$ cat src/rtl/rotate_scheduler_if.sv
// Request/acknowledge bundle between the two operand producers and the shared
// rotate scheduler.
interface rotate_scheduler_if #(
    parameter int WIDTH = 16,
    parameter int CW    = 4
);
    logic             ReqA;
    logic [WIDTH-1:0] NumberA;
    logic [CW-1:0]    RangeA;
    logic             ReqB;
    logic [WIDTH-1:0] NumberB;
    logic [CW-1:0]    RangeB;
    logic             AckA;
    logic             AckB;
    logic [WIDTH-1:0] Result;
    logic             Valid;
    logic             Busy;

    modport master (
        output ReqA, NumberA, RangeA, ReqB, NumberB, RangeB,
        input  AckA, AckB, Result, Valid, Busy
    );

    modport slave (
        input  ReqA, NumberA, RangeA, ReqB, NumberB, RangeB,
        output AckA, AckB, Result, Valid, Busy
    );
endinterface

$ cat src/rtl/rotate_scheduler.sv
// Shared one-bit-per-cycle rotate-left engine for two round-robin requesters;
// the result is registered and held until the next completion.
module rotate_scheduler #(
    parameter int WIDTH = 16,
    parameter int CW    = 4
) (
    input logic               Clock,
    input logic               Reset,
    rotate_scheduler_if.slave bus
);
    typedef enum logic [1:0] {IDLE, ROT, DONE} state_e;

    state_e           state_q, state_d;
    logic [WIDTH-1:0] acc_q, acc_d;
    logic [CW-1:0]    count_q, count_d;
    logic             owner_q, owner_d;   // 0 = A, 1 = B
    logic             prio_q, prio_d;     // requester favoured on a tie
    logic [WIDTH-1:0] result_q, result_d;
    logic             grant_b;

    always_ff @(posedge Clock or posedge Reset) begin
        if (Reset) begin
            state_q  <= IDLE;
            acc_q    <= '0;
            count_q  <= '0;
            owner_q  <= 1'b0;
            prio_q   <= 1'b0;
            result_q <= '0;
        end else begin
            state_q  <= state_d;
            acc_q    <= acc_d;
            count_q  <= count_d;
            owner_q  <= owner_d;
            prio_q   <= prio_d;
            result_q <= result_d;
        end
    end

    always_comb begin
        state_d  = state_q;
        acc_d    = acc_q;
        count_d  = count_q;
        owner_d  = owner_q;
        prio_d   = prio_q;
        result_d = result_q;
        grant_b  = 1'b0;
        case (state_q)
            IDLE: begin
                if (bus.ReqA || bus.ReqB) begin
                    grant_b = bus.ReqB && (!bus.ReqA || prio_q);
                    owner_d = grant_b;
                    acc_d   = grant_b ? bus.NumberB : bus.NumberA;
                    count_d = grant_b ? bus.RangeB  : bus.RangeA;
                    state_d = (count_d != '0) ? ROT : DONE;
                end
            end
            ROT: begin
                acc_d   = {acc_q[WIDTH-2:0], acc_q[WIDTH-1]};
                count_d = count_q - CW'(1);
                if (count_q == CW'(1)) state_d = DONE;
            end
            DONE: begin
                prio_d  = ~owner_q;
                state_d = IDLE;
            end
            default: state_d = IDLE;
        endcase
        // Capture on entry to DONE so Result is already registered during the ack cycle.
        if (state_d == DONE && state_q != DONE) result_d = acc_d;
    end

    assign bus.Valid  = (state_q == DONE);
    assign bus.AckA   = (state_q == DONE) && !owner_q;
    assign bus.AckB   = (state_q == DONE) &&  owner_q;
    assign bus.Busy   = (state_q != IDLE);
    assign bus.Result = result_q;
endmodule
$ cat src/flat_wrapper.sv
// flat-port wrapper written by rule: the top's interface ports become plain ports
module rotate_scheduler_flat 
#(
    parameter int WIDTH = 16,
    parameter int CW    = 4
)
  (Clock, Reset, bus_ReqA, bus_NumberA, bus_RangeA, bus_ReqB, bus_NumberB, bus_RangeB, bus_AckA, bus_AckB, bus_Result, bus_Valid, bus_Busy);
  rotate_scheduler_if #(.WIDTH(WIDTH), .CW(CW)) bus_i ();
  input logic Clock;
  input logic Reset;
  input wire logic [$bits(bus_i.ReqA)-1:0] bus_ReqA;
  input wire logic [$bits(bus_i.NumberA)-1:0] bus_NumberA;
  input wire logic [$bits(bus_i.RangeA)-1:0] bus_RangeA;
  input wire logic [$bits(bus_i.ReqB)-1:0] bus_ReqB;
  input wire logic [$bits(bus_i.NumberB)-1:0] bus_NumberB;
  input wire logic [$bits(bus_i.RangeB)-1:0] bus_RangeB;
  output wire logic [$bits(bus_i.AckA)-1:0] bus_AckA;
  output wire logic [$bits(bus_i.AckB)-1:0] bus_AckB;
  output wire logic [$bits(bus_i.Result)-1:0] bus_Result;
  output wire logic [$bits(bus_i.Valid)-1:0] bus_Valid;
  output wire logic [$bits(bus_i.Busy)-1:0] bus_Busy;
  assign bus_i.ReqA = bus_ReqA;
  assign bus_i.NumberA = bus_NumberA;
  assign bus_i.RangeA = bus_RangeA;
  assign bus_i.ReqB = bus_ReqB;
  assign bus_i.NumberB = bus_NumberB;
  assign bus_i.RangeB = bus_RangeB;
  assign bus_AckA = bus_i.AckA;
  assign bus_AckB = bus_i.AckB;
  assign bus_Result = bus_i.Result;
  assign bus_Valid = bus_i.Valid;
  assign bus_Busy = bus_i.Busy;
  rotate_scheduler #(.WIDTH(WIDTH), .CW(CW)) u_core (.Clock(Clock), .Reset(Reset), .bus(bus_i));
endmodule
$ cat config.mk
export PLATFORM = sky130hd
export DESIGN_NAME = rotate_scheduler_flat
export DESIGN_NICKNAME = d
export VERILOG_FILES = /design/src/rtl/rotate_scheduler_if.sv /design/src/rtl/rotate_scheduler.sv /design/src/flat_wrapper.sv
export SDC_FILE = /design/constraint.sdc
export NUM_CORES = 1
export LEC_CHECK = 0
export CAP_MARGIN = 10
export CORE_MARGIN = 2
export CORE_UTILIZATION = 46
export CTS_CLUSTER_DIAMETER = 80
export DETAILED_ROUTE_END_ITERATION = 10
export PLACE_DENSITY = 0.8
export SYNTH_ARGS = -nofsm -noshare
export SYNTH_HDL_FRONTEND = slang
export SYNTH_SLANG_ARGS = --single-unit
$ cat constraint.sdc
create_clock -name Clock -period 2.2 [get_ports Clock]
set_clock_uncertainty 0.15 [all_clocks]
set_input_delay 0.44 -clock Clock [delete_from_list [all_inputs] [get_ports Clock]]
set_output_delay 0.44 -clock Clock [all_outputs]
set_load 0.005 [all_outputs]
==> results.md <==
- Outcome: completed
- Worst-margin pin slew: 0.4891 ns
- CP max-delay cell: clkdlybuf4s50_1
- Syn Nets: 206
- Placed cell count: 278
- Reg area: 1002 um2
- Drt initial violations: 119
- Num CTS Buffers: 5
- Global-route wire length before repair: 7714 um
- Final slew viol count: 0
- Finished Layout Cells: 289
- Routed len/inst: 16.58 um
- Top cell type's share of synthesized area: 50.76%
- Synth area leader: dfrtp_1
- Highest clock rate: 0.4679 GHz
- Number of H-tree levels: 2
- WL final: 4793 um
- GRT Residual Overflow: 0
- Die W: 69.48 um
- CTS max path bufs: 2
- Post-detail-place hpwl: 3311 um
- Hold-fix buffers, CTS: 0
- VDD IR max: 0.0006494 V
- Count of input and output buffers: 63
- Crit path top cell by count: nor2_1
- Tcrit/Tclk final: 97.15%
- GP Congestion: 0.8063
- Clock period minus final worst setup slack: 2.137 ns
- CP max stage delay: 0.45 ns
- Synth Cell Area: 1972 um2
- First-pass DRT Iterations: 4
- Pwr/cell area: 1172 nW/um2
- Area grow syn2layout: 47.97%
- Fin Hold WS: 0.3541 ns
- CP Class: in -> reg
- Post-DRT Antenna Nets: 0
- Setup-failing EPs final: 0
- Core Region: 4058 um2
- Die Ht: 69.48 um
- Crit-path cells: clkdlybuf4s50_1, buf_4, nor2_1, nor2_1, a22oi_4, clkbuf_16, mux2_4
- Layout Nets: 284
- Residual DRC: 0
- CP top delay family: buffers and inverters
- DP Worst Slack: -0.3107 ns
- CTS Sinks: 40
- Register area share after synthesis: 50.76%
- Setup TNS Final: 0 ns
- CTS Root Cell: clkbuf_8
- WP data required: 2.23 ns
- Initial antenna violation count: 0
- Post-Syn Area per Cell: 12.32 um2
- Fillers: 285
- Largest net degree at the start of global routing: 41
- Clock transition at path regs: 0.08 ns
- Max-Cap Viols: 0
- Leak: 1.422 nW
- Clock latency on the worst-skew pair: 0.29 ns
- Multi-input combinational cell area: 894.6 um2
- Yosys warns: 0
- Io pins: 64
- #FFs+latches synth: 40
- Class of the worst hold path: reg -> reg
- CTS tree: built
- Final Hold Vio Count: 0
- Routed vias/inst: 5.415
- Commonest non-fill, non-tap cells in the layout: 61 x clkdlybuf4s50_1, 39 x dfrtp_1, 20 x mux2i_1
- WP buf/inv: 3
- Fin util: 71.91%
- Starting Density: 48.60%
- Cell count after synthesis: 160
- CP Max Fanout: 8
- Crit end category: flop
- RSZ-0062 raised after global routing: no
- Die Area: 4827 um2
- Worst endpoint data arrival time: 2.16 ns
- N_diodes: 0
- Vias: 1565
- Global Route Usage Sum: 20.36%
- Synth top area cells: dfrtp_1 51%, mux2i_1 10%, mux2_4 7.6%
- Post-route setup slack: 0.06269 ns
- Core Rows: 23
- Critical Path Start Type: input port
- Vias in the first global route: 1649
- Fraction of layout cells with a size suffix above 1: 20.92%
- Yosys cell types: 33
- Slew Limit Headroom: 67.39%
- Commonest non-fill, non-tap cell in the layout: clkdlybuf4s50_1
-- layout make-up --
class                           instances  area share (%)
Tap cell                               50           2.144
Inverter                                9           1.158
Clock inverter                          1           1.029
Multi-Input combinational cell        103           30.66
Clock buffer                            7           3.302
Sequential cell                        40           34.35
Timing Repair Buffer                   79           27.36
-- cells by family (layout without fill, tap and decap cells) --
| family | count (synthesis) | in the layout | synth area share [%] |
|---|---|---|---|
| AOI/OAI and AO/OA | 46 | 46 | 16.94 |
| adders and majority gates | 2 | 2 | 1.269 |
| buffers and inverters | 17 | 96 | 4.251 |
| DFF | 40 | 40 | 50.76 |
| muxes | 38 | 38 | 22.33 |
| and+or+nand+nor | 17 | 17 | 4.442 |
-- stage by stage --
step	total power, mW	area, um2
after floorplan	2.072	1972
final	3.421	2918
after detailed placement	2.721	2738
after CTS	3.405	2880
after global routing	3.640	2918
after global placement	2.676	2738
-- power breakdown --
part	internal [mW]	switching (mW)
sequential	1.07	0.227
clock	0.400	0.257
combinational	0.866	0.604
total	2.33	1.09
-- Yosys cell counts, drive strengths merged --
cell and n:
a22oi 19, a211oi 1, a21o 1, inv 9, mux2i 20, a222oi 1
or2 2, nor3 1, nor2 5, nor4 2, nor3b 1, ha 2
o31ai 1, o21a 1, mux2 18, o21ai 19, and2 1, buf 7
nand3 1, clkbuf 1, nor2b 1, dfrtp 40, a311oi 1, nand2b 1
o22ai 1, o221a 1, nand2 2
-- tightest hold or removal path, delay by kind of cell (launching register included) --
family	cells	cell delay (ns)
flops	1	0.36
compound gates	1	0.06
simple gates	1	0.05
-- what timing repair did --
| action | CTS | global route |
|---|---|---|
| setup buffers | 2 | 0 |
| endpoints found under the setup margin | 3 | 19 |
| gates cloned | 0 | 1 |
| pin swaps | 0 | 2 |
| gates resized for setup | 1 | 3 |
-- metal layers --
layer | up-vias | GRT usage (%) | part of all wire, % | wire, um
li1 | 745 | - | - | -
met1 | 766 | 25.78 | 43 | 2054
met2 | 45 | 33.76 | 51 | 2455
met3 | 9 | 6.250 | 4.6 | 221
met4 | 0 | 5.664 | 1.3 | 61
met5 | - | 0 | 0 | 0
-- final timing paths --
kind                                   start                   end  slack, ns  depth (start not counted)
max                                 bus_ReqB  u_core.bus.Result[2]       0.06                          7
min                           u_core.owner_q        u_core.owner_q       0.35                          2
max reg2reg                u_core.count_q[1]  u_core.bus.Result[2]       0.21                          6
min reg2reg                   u_core.owner_q        u_core.owner_q       0.35                          2
max in group asynchronous              Reset     u_core.state_q[0]       1.12                          3
min in group asynchronous              Reset        u_core.owner_q       0.43                          3
-- registers in the layout, indices dropped and copies added (netlist names) --
name               count
u_core.prio_q          1
u_core.acc_q          16
u_core.owner_q         1
u_core.count_q         4
u_core.state_q         2
u_core.bus.Result     16
Note: power is estimated with default switching activity, not from simulation.
